--- config.mk ---
export PLATFORM = sky130hd
export DESIGN_NAME = systolic_operand_feeder
export DESIGN_NICKNAME = d
export VERILOG_FILES = /design/src/rtl/systolic_operand_feeder.sv
export SDC_FILE = /design/constraint.sdc
export NUM_CORES = 1
export LEC_CHECK = 0
export ABC_AREA = 1
export BUFFER_PORTS_ARGS = -buffer_cell sky130_fd_sc_hd__buf_4
export CORE_MARGIN = 5
export CORE_UTILIZATION = 56
export DETAILED_ROUTE_END_ITERATION = 10
export MAX_ROUTING_LAYER = met4
export PLACE_DENSITY_LB_ADDON = 0.3
export SLEW_MARGIN = 10
export SYNTH_ARGS = -nofsm -noshare
export SYNTH_HDL_FRONTEND = slang
export SYNTH_SLANG_ARGS = --single-unit
--- constraint.sdc ---
create_clock -name clk -period 4.3 [get_ports clk]
set_clock_uncertainty 0.05 [all_clocks]
set_input_delay 0.43 -clock clk [delete_from_list [all_inputs] [get_ports clk]]
set_output_delay 0.43 -clock clk [all_outputs]
set_load 0.01 [all_outputs]
--- src/rtl/systolic_operand_feeder.sv ---
// Operand feeder for a 2x2 output-stationary systolic array.
// Captures one A/B matrix pair, clears the accumulators, streams the
// skewed operands onto the west/north edges for three cycles, waits
// DRAIN_CYC cycles for the array to settle, then pulses done.
module systolic_operand_feeder #(
  parameter int unsigned DATA_W    = 4,
  parameter int unsigned DRAIN_CYC = 2
) (
  input  logic                clk,
  input  logic                rst,
  input  logic                in_valid,
  output logic                in_ready,
  input  logic [4*DATA_W-1:0] a_mat,
  input  logic [4*DATA_W-1:0] b_mat,
  output logic [DATA_W-1:0]   a_row0,
  output logic [DATA_W-1:0]   a_row1,
  output logic [DATA_W-1:0]   b_col0,
  output logic [DATA_W-1:0]   b_col1,
  output logic [1:0]          a_vld,
  output logic [1:0]          b_vld,
  output logic                acc_clr,
  output logic                busy,
  output logic                done
);

  typedef enum logic [2:0] {
    S_IDLE,
    S_LOAD,
    S_FEED,
    S_DRAIN,
    S_DONE
  } state_t;

  localparam logic [3:0] FEED_LAST  = 4'd2;
  localparam logic [3:0] DRAIN_LAST = 4'(DRAIN_CYC - 1);

  state_t              state_q, state_d;
  logic [3:0]          cnt_q, cnt_d;
  logic [4*DATA_W-1:0] a_q, b_q;

  logic [DATA_W-1:0]   a_row0_q, a_row0_d;
  logic [DATA_W-1:0]   a_row1_q, a_row1_d;
  logic [DATA_W-1:0]   b_col0_q, b_col0_d;
  logic [DATA_W-1:0]   b_col1_q, b_col1_d;
  logic [1:0]          a_vld_q, a_vld_d;
  logic [1:0]          b_vld_q, b_vld_d;
  logic                acc_clr_q, busy_q, done_q;

  logic                accept;

  assign in_ready = (state_q == S_IDLE) && !rst;
  assign accept   = in_valid && in_ready;

  // Next-state and shared FEED/DRAIN cycle counter.
  always_comb begin
    state_d = state_q;
    cnt_d   = cnt_q;
    unique case (state_q)
      S_IDLE: begin
        cnt_d = '0;
        if (accept) state_d = S_LOAD;
      end
      S_LOAD: begin
        state_d = S_FEED;
        cnt_d   = '0;
      end
      S_FEED: begin
        if (cnt_q == FEED_LAST) begin
          state_d = S_DRAIN;
          cnt_d   = '0;
        end else begin
          cnt_d = cnt_q + 4'd1;
        end
      end
      S_DRAIN: begin
        if (cnt_q == DRAIN_LAST) begin
          state_d = S_DONE;
          cnt_d   = '0;
        end else begin
          cnt_d = cnt_q + 4'd1;
        end
      end
      S_DONE: begin
        state_d = S_IDLE;
        cnt_d   = '0;
      end
      default: begin
        state_d = S_IDLE;
        cnt_d   = '0;
      end
    endcase
  end

  // Skewed lane selection, decoded from the upcoming state so the
  // registered lanes line up with the FEED cycles they belong to.
  always_comb begin
    a_row0_d = '0;
    a_row1_d = '0;
    b_col0_d = '0;
    b_col1_d = '0;
    a_vld_d  = '0;
    b_vld_d  = '0;
    if (state_d == S_FEED) begin
      unique case (cnt_d)
        4'd0: begin
          a_row0_d = a_q[DATA_W-1:0];            // A11
          b_col0_d = b_q[DATA_W-1:0];            // B11
          a_vld_d  = 2'b01;
          b_vld_d  = 2'b01;
        end
        4'd1: begin
          a_row0_d = a_q[2*DATA_W-1:DATA_W];     // A12
          a_row1_d = a_q[3*DATA_W-1:2*DATA_W];   // A21
          b_col0_d = b_q[3*DATA_W-1:2*DATA_W];   // B21
          b_col1_d = b_q[2*DATA_W-1:DATA_W];     // B12
          a_vld_d  = 2'b11;
          b_vld_d  = 2'b11;
        end
        4'd2: begin
          a_row1_d = a_q[4*DATA_W-1:3*DATA_W];   // A22
          b_col1_d = b_q[4*DATA_W-1:3*DATA_W];   // B22
          a_vld_d  = 2'b10;
          b_vld_d  = 2'b10;
        end
        default: ;
      endcase
    end
  end

  // State, counter, operand capture and registered outputs.
  always_ff @(posedge clk) begin
    if (rst) begin
      state_q   <= S_IDLE;
      cnt_q     <= '0;
      a_q       <= '0;
      b_q       <= '0;
      a_row0_q  <= '0;
      a_row1_q  <= '0;
      b_col0_q  <= '0;
      b_col1_q  <= '0;
      a_vld_q   <= '0;
      b_vld_q   <= '0;
      acc_clr_q <= 1'b0;
      busy_q    <= 1'b0;
      done_q    <= 1'b0;
    end else begin
      state_q   <= state_d;
      cnt_q     <= cnt_d;
      if (accept) begin
        a_q <= a_mat;
        b_q <= b_mat;
      end
      a_row0_q  <= a_row0_d;
      a_row1_q  <= a_row1_d;
      b_col0_q  <= b_col0_d;
      b_col1_q  <= b_col1_d;
      a_vld_q   <= a_vld_d;
      b_vld_q   <= b_vld_d;
      acc_clr_q <= (state_d == S_LOAD);
      busy_q    <= (state_d != S_IDLE);
      done_q    <= (state_d == S_DONE);
    end
  end

  assign a_row0  = a_row0_q;
  assign a_row1  = a_row1_q;
  assign b_col0  = b_col0_q;
  assign b_col1  = b_col1_q;
  assign a_vld   = a_vld_q;
  assign b_vld   = b_vld_q;
  assign acc_clr = acc_clr_q;
  assign busy    = busy_q;
  assign done    = done_q;

endmodule

* Word-level counts from Yosys, hierarchy flattened
Index checks and enable logic that the tools add are counted.
Widths: inputs -> output; s select.
** Word-level totals
- Register bits after elaboration :: 60
- Input port bits :: 35
- Output and inout bits :: 24
- Word-level logic and storage cells :: 43
** Operators by class
- $add $sub $neg :: 1
- Equal/unequal tests :: 10
- Multiplexer cells :: 12
- Bitwise gates (word level) :: 1
- Reduce and logical (&&, ||, !) cells :: 7
** Operator list (number)
- $pmux 4 s2 :: 5
- $pmux 3 s4 :: 1
- $eq 3x2->1 const B :: 3
- $mux 3 :: 3
- $eq 4x1->1 const B :: 2
- $eq 4x2->1 const B :: 2
- $mux 4 :: 2
- $eq 3x1->1 const B :: 2
- $pmux 2 s3 :: 1
- $add 4x1->4 const B :: 1
- $logic_not 4->1 :: 1
- $eq 3x3->1 const B :: 1
- $logic_not 3->1 :: 1
- $reduce_bool 3->1 :: 1
- $logic_and 1x1->1 :: 2
- $reduce_or 2->1 :: 1
- $logic_not 1->1 :: 1
- $not 1->1 :: 1

* Depth between registers and ports, before layout
Gate-level depths: netlist of run 1.
- Word-level depth :: 8
- Gate-level depth with buffers :: 9
- Gate-level depth less buffers :: 9

* Least setup slack after synthesis of run 1
Ideal clock, no wire load.
- Path kind :: input to register
- Start :: input rst
- End :: register a_row1_q[2], in the netlist a_row1[2]
- Library setup time :: 0.117 ns
- Arrival time :: 1.304 ns
- Required time :: 4.133 ns
- Path slack :: 2.829 ns
- Cell stages on the path :: 7
- Buffers on the path :: 1
- Cells stage by stage :: inv_1 > nand2_1 > nor2_1 > nand2_2 > nand4_2 > buf_4 > a21oi_1
** Between the ends
- Longest elaborated chain between the ends :: 8
** RTL lines
- start: declaration :: line 10 : input logic rst,
- $logic_not 1->1 :: line 51 : assign in_ready = (state_q == S_IDLE) && !rst;
- $logic_and 1x1->1 :: line 51
- named net in_ready :: line 12 : output logic in_ready,
- $logic_and 1x1->1 :: line 52 : assign accept = in_valid && in_ready;
- $mux 3 :: line 61 : if (accept) state_d = S_LOAD;
- $pmux 3 s4 :: line 58 : unique case (state_q)
- $eq 3x2->1 :: line 103 : if (state_d == S_FEED) begin
- $not 1->1 (no line)
- $reduce_or 2->1 (no line)
- end signal: assignment :: line 154 : a_row1_q <= a_row1_d;
- end: declaration :: line 42 : logic [DATA_W-1:0] a_row1_q, a_row1_d;
The timed path passes the listed nets, and every way through them passes these cells.
A chain may end at the register's enable or synchronous reset.

* Worst setup path in the final report of run 1
- Start :: input rst
- End :: register a_row0_q[2], in the netlist a_row0[2]
** Between the ends
- Longest elaborated chain between the ends :: 8
** RTL lines
- $logic_not 1->1 :: line 51
- $logic_and 1x1->1 :: line 51
- $logic_and 1x1->1 :: line 52
- $mux 3 :: line 61
- $pmux 3 s4 :: line 58
- $eq 3x2->1 :: line 103
- $not 1->1 (no line)
- $reduce_or 2->1 (no line) *
- end signal: assignment :: line 153 : a_row0_q <= a_row0_d;
- end: declaration :: line 41 : logic [DATA_W-1:0] a_row0_q, a_row0_d;
Mark *: on every way between the ends. The rest lies on a longest branch, timed or not.

==> impl_metrics.yaml, run 1 <==
setup_path:
  criticalPathCategory: "input pin to flip-flop"
  path_max_fanout: 40
  arrival_ps: 2350
  crit_path_end_kind: "flip-flop"
  startpoint_type: "input pin"
  cp.required_ps: 4490
logic_synthesis:
  synth_cell_type_count: 21
  synthAdderAreaFrac: 0
  ys_ff_latch: 60
  avgSynthCellArea_um2: 8.03
  ys_seq_area_frac: 0.514
  synthSimpleGateAreaFrac: 0.314
  synthCells: 291
  synth_compound_area_frac: 0.112
  synth_xor_area_frac: 0
  yosysWarnings: 0
  synth_top_family_by_area: "simple AND/OR/NAND/NOR gates"
  netlist_area_mm2: 0.00234
  synthMuxAreaShare: 0
  syn_nets: 326
routing:
  viasPerCell: 5.42
  dr.pass1.iters: 4
  drc: 0
  num_vias: 2153
  ant_nets: 0
  routed_wl_um: 5540
  drtIter0Drc: 198
  wire_per_inst_um: 14.0
global_route:
  overflow: 0
  antenna_found_initial: 0
  grt_max_degree: 41
  grt_pass1_vias: 2102
  grt.total_usage: 0.225
  grt_pass1_wl_um: 9140
finish:
  multi_input_area_um2: 996
  seqCellArea_mm2: 0.00120
  nNetsFinal: 377
  fill_cells: 325
  syn_to_final_growth_pct: 26.4
  antenna_cells: 0
  layout-drive-gt1-share: 0.274
clock_tree:
  postCtsHoldBufs: 0
  clkLatencyLatePin_ps: 330
  cts.htree.levels: 3
  root_buffer: "clkbuf_8"
  cts_buffers: 9
  cts.sinks: 60
  postCtsSetupBuffers: 0
  clk_path_buf_depth: 2
  cts_resized: 0
  cts_tree: "done"
  path_clk_slew_ps: 70
pwr:
  clkPwrFrac: 0.449
  p_sw_frac: 0.226
  p_switching_uw: 280
  seq_power_share: 0.472
  p_leak_nw: 1.18
  p_per_area_mw_per_mm2: 419
  p_int_uw: 958
  combPwrFrac: 0.079
  peakVddDrop_uv: 270
  design_power_total_mw: 1.24
sta:
  rsz0062_at_grt: "false"
  finalMaxSlewViolations: 0
  setup_viol: 0
  hold_viol: 0
  min_period_ps: 2160
  hold_ws_ps: 293
  worst-slew-pin-transition_ps: 644
  max_slew_margin: 0.569
  finalSetupTns_ps: 0
  period_share: 0.501
  fmax_mhz: 464
min_path:
  hold_class: "input pin to flip-flop"
placement:
  portBuffers: 58
  hpwl_um: 3550
  gp_congestion: 0.823
floorplanning:
  row_count: 23
  core-area_mm2: 0.00403
  start_util: 0.580
  pin_count: 59
  dieArea_mm2: 0.00557
  die_width_um: 74.6
  fp.dieH_um: 74.6
outcome:
  status: "finished clean"
run:
  drv_cap: 0
kinds of logic after synthesis:
| family | after synthesis |
|---|---|
| AO/OA/AOI/OAI | 51 |
| buffers and inverters | 29 |
| flip-flops | 60 |
| AND/OR/NAND/NOR | 151 |
final timing paths:
| check | slack [ps] | cells past startpoint | start | to |
|---|---|---|---|---|
| max | 2140 | 7 | rst | a_row0[2]$_SDFF_PP0_ |
| min | 290 | 3 | b_mat[14] | b_q[14]$_SDFFE_PP0P_ |
| max reg2reg | 2180 | 7 | state_q[1]$_SDFF_PP0_ | b_q[7]$_SDFFE_PP0P_ |
| min reg2reg | 420 | 2 | b_q[15]$_SDFFE_PP0P_ | b_q[15]$_SDFFE_PP0P_ |
flip-flops by register name, indices dropped and copies added, names as in the netlist:
register and flops:
cnt_q 4, a_row1 4, b_col1 4, a_row0 4
acc_clr 1, b_vld 2, state_q 3, b_q 16
busy 1, b_col0 4, a_q 16, done 1
cell usage in the layout, fill, tap and decap left out, types with 2 or more instances in the layout:
master      n
a21oi_1    49
buf_4      58
bufinv_16   2
clkbuf_1    2
clkbuf_8   10
dfxtp_1    60
inv_1       5
inv_2       6
nand2_1    82
nand2_2     3
nand2_4     3
nand3_1    24
nand4_1    18
nor2_1      9
nor2_2      4
nor2_4      3
nor3_1      3
power by group through the flow:
stage / sequential [mW] / combinational, mW / clock [mW]
final: 0.585 / 0.0972 / 0.556
after global routing: 0.586 / 0.108 / 0.586
after CTS: 0.585 / 0.0977 / 0.558
after detailed placement: 0.597 / 0.0970 / 0
after global placement: 0.596 / 0.0952 / 0
after floorplan: 0.596 / 0.0573 / 0
Yosys cell counts, drive strengths merged:
library cell / n / area (µm²)
o21ai: 1 / 8.76
clkbuf: 6 / 22.5
a21oi: 50 / 254
nor3: 3 / 15.0
nor2: 16 / 92.6
nand4: 19 / 125
dfxtp: 60 / 1200
nand2: 89 / 380
buf: 12 / 76.3
inv: 11 / 41.3
nand3: 24 / 120
final cells by class:
type                            count  share of cell area
Multi-Input combinational cell    202               0.337
Timing Repair Buffer               58               0.147
Clock inverter                      4              0.0246
Tap cell                           50              0.0212
Clock buffer                       12              0.0491
Sequential cell                    60               0.407
Inverter                           11              0.0140
critical path, cell delays in order:
cell     delay (ps)
buf_4           360
inv_1           110
nand2_1          80
nor2_1           50
nand2_2         490
nand4_2         520
a21oi_1         290
stage by stage:
step	util	setup WS [ps]	std cells	area [µm²]
floorplan	-	2830	291	2340
detailed placement	0.679	1800	381	2740
global placement	0.679	1860	381	2740
CTS	0.733	2140	397	2950
global route	0.733	1930	397	2950
finish	0.733	2140	397	2950
per-layer routing:
metal	part of all wire	routed length [µm]	global-route usage
met1	0.42	2310	0.251
met2	0.50	2770	0.366
met3	0.058	322	0.0554
met4	0.025	138	0.123
met5	0	0	-
No activity file was read; power rests on OpenSTA's default activity.
==> run 2: changes to the inputs <==
--- a/config.mk
+++ b/config.mk
@@ -5,10 +5,10 @@
 export SDC_FILE = /design/constraint.sdc
 export NUM_CORES = 1
 export LEC_CHECK = 0
-export ABC_AREA = 1
+export ABC_AREA = 0
 export BUFFER_PORTS_ARGS = -buffer_cell sky130_fd_sc_hd__buf_4
 export CORE_MARGIN = 5
-export CORE_UTILIZATION = 56
+export CORE_UTILIZATION = 51
 export DETAILED_ROUTE_END_ITERATION = 10
 export MAX_ROUTING_LAYER = met4
 export PLACE_DENSITY_LB_ADDON = 0.3
==> constraint.sdc (replaced) <==
create_clock -name clk -period 2.2 [get_ports clk]
set_clock_uncertainty 0.05 [all_clocks]
set_input_delay 0.22 -clock clk [delete_from_list [all_inputs] [get_ports clk]]
set_output_delay 0.22 -clock clk [all_outputs]
set_load 0.01 [all_outputs]
==> run 2 against run 1 <==
Global-route usage fell by 3.6 points; count of clock-buffer cells in the layout unchanged; sequential power up 97%; first-iteration DRC count shrank 36%; critical endpoint is now b_vld[0]$_SDFF_PP0_; combinational power up 90%; cell area is 2.8% lower.
==> impl_metrics.yaml, run 2 <==
outcome:
  status: "finished clean"
placement:
  portBuffers: 58
  gp_congestion: 0.912
  hpwl_um: 3370
setup_path:
  crit_chain: "nand2b_1, o311a_1, o21ai_2, buf_4, a31oi_1"
  arrival_ps: 1990
  startpoint: "cnt_q[1]$_SDFF_PP0_"
  criticalPathCategory: "flip-flop to flip-flop"
  crit_path_end_kind: "flip-flop"
  reg2reg_from: "cnt_q[1]$_SDFF_PP0_"
  path_max_fanout: 13
  cp_num_buf_inv: 1
  startpoint_type: "flip-flop"
  cp.required_ps: 2350
  regToRegSetupSlack_ps: 360
  crit_slowest_cell: "dfxtp_1"
  reg2reg_to: "b_vld[0]$_SDFF_PP0_"
  cp_top_family: "compound AO/OA/AOI/OAI gates"
  cpPeakStageDelay_ps: 590
  r2r_cells: 5
finish:
  nNetsFinal: 354
  antenna_cells: 0
  syn_to_final_growth_pct: 26.8
  layout-drive-gt1-share: 0.258
  multi_input_area_um2: 928
  seqCellArea_mm2: 0.00120
  layout_common_cells: "nand2_1, buf_4, dfxtp_1"
  final_util: 0.664
  largestRegisters: "a_q: 16 flops, b_q: 16 flops"
  fill_cells: 374
  mostFrequentLayoutCell: "nand2_1"
routing:
  viasPerCell: 5.24
  drtIter0Drc: 127
  ant_nets: 0
  routed_wl_um: 5110
  dr.pass1.iters: 4
  drc: 0
  wire_per_inst_um: 13.7
  num_vias: 1961
logic_synthesis:
  ys_ff_latch: 60
  avgSynthCellArea_um2: 8.55
  synthArstFlopShare: 0
  netlist_area_mm2: 0.00227
  synthTopCellsByArea: "dfxtp_1, nand2_1, a21oi_1, nor2_1, buf_6"
  yosysWarnings: 0
  syn_nets: 300
  synthTopCellsByCount: "nand2_1, dfxtp_1, a21oi_1, nor2_1"
  synth_top_cell_by_area: "dfxtp_1"
  yosysMostFrequentCell: "nand2_1"
  synth.top_cell.area_share: 0.530
  synth_edf_count: 0
  ys_seq_area_frac: 0.530
  synth_cell_type_count: 34
  ys.flop_type: "dfxtp_1"
  synthCells: 265
clock_tree:
  postCtsSetupBuffers: 0
  postCtsHoldBufs: 0
  clkLatencyLatePin_ps: 330
  root_buffer: "clkbuf_8"
  path_clk_slew_ps: 60
  cts_buffers: 9
  cts.htree.levels: 3
  clk_path_buf_depth: 2
  cts.sinks: 60
  cts_tree: "done"
  cts_resized: 0
global_route:
  grt_pass1_vias: 1895
  overflow: 0
  grt_max_degree: 37
  busiest_layer: "met2"
  use_met2: 0.286
  grt_pass1_wl_um: 8740
  grtUsageMet1: 0.226
  grt.total_usage: 0.189
  antenna_found_initial: 0
  gr-usage-met3: 0.0539
sta:
  rsz0062_at_grt: "false"
  fmax_mhz: 544
  finalMaxSlewViolations: 0
  max_slew_margin: 0.639
  worst-slew-pin-transition_ps: 540
  hold_viol: 0
  min_period_ps: 1840
  period_share: 0.835
  finalSetupTns_ps: 0
  setup_viol: 0
pwr:
  combPwrFrac: 0.078
  p_per_area_mw_per_mm2: 829
  p_int_mw: 1.87
  p_leak_nw: 1.11
  p_switching_uw: 512
  p_sw_frac: 0.215
  design_power_total_mw: 2.38
  clkPwrFrac: 0.440
  peakVddDrop_uv: 459
  seq_power_share: 0.482
run:
  drv_cap: 0
floorplanning:
  row_count: 24
  start_util: 0.524
  pin_count: 59
  die_width_um: 76.7
  dieArea_mm2: 0.00588
  core-area_mm2: 0.00432
  fp.dieH_um: 76.7
min_path:
  whs_path_depth: 2
  hold_start: "in_valid"
  hold_class: "input pin to flip-flop"
  min_to: "busy$_SDFF_PP0_"
## run 2: changes by cell type after synthesis, moves of 8 or more
cell	previous run	this run
o21ai_0	0	9
nand3_1	24	2
nor2_1	9	18
nand4_1	18	1
a22oi_1	0	8
## run 2: stage by stage
stage | hold slack, ps | worst slack, ps | instances | cell area, µm²
after global placement | 388 | 460 | 360 | 2670
after detailed placement | 393 | 384 | 360 | 2670
final | 54.8 | 363 | 374 | 2870
after CTS | 46.3 | 374 | 374 | 2870
after floorplan | 288 | 640 | 265 | 2270
after global routing | 58.1 | 223 | 374 | 2870
## run 2: worst max path at each step
stage | end | slack [ps] | depth (start not counted)
after floorplan | a_q[10]$_SDFFE_PP0P_ | 640 | 6
after global placement | b_col0[0]$_SDFF_PP0_ | 460 | 4
after detailed placement | b_col1[2]$_SDFF_PP0_ | 380 | 5
after CTS | b_col1[2]$_SDFF_PP0_ | 370 | 5
after global routing | a_row1[0]$_SDFF_PP0_ | 220 | 5
final | b_vld[0]$_SDFF_PP0_ | 360 | 5
## run 2: cell type report
cell class / count / area share
Clock buffer: 12 / 0.0505
Clock inverter: 2 / 0.0209
Inverter: 2 / 0.00261
Multi-Input combinational cell: 184 / 0.323
Sequential cell: 60 / 0.418
Tap cell: 52 / 0.0226
Timing Repair Buffer: 62 / 0.162
## run 2: power by group through the flow
stage	registers [mW]	clock network [mW]	logic, mW
after detailed placement	1.17	0	0.187
after global placement	1.17	0	0.182
after floorplan	1.16	0	0.115
after CTS	1.15	1.06	0.188
after global routing	1.15	1.11	0.209
final	1.15	1.05	0.185
## run 2: cell families (layout without fill, tap and decap cells)
| logic type | count (synthesis) | count (layout) | share of synthesized area |
|---|---|---|---|
| and+or+nand+nor | 112 | 112 | 0.224 |
| buffers and inverters | 21 | 78 | 0.0602 |
| DFF | 60 | 60 | 0.530 |
| xor gates and xnor gates | 2 | 2 | 0.00773 |
| AOI/OAI and AO/OA | 69 | 69 | 0.173 |
| muxes | 1 | 1 | 0.00442 |
## run 2: routing by layer
metal / vias up / wire, µm
li1: 992 / -
met1: 903 / 2300
met2: 52 / 2400
met3: 14 / 250
met4: 0 / 156
met5: - / 0
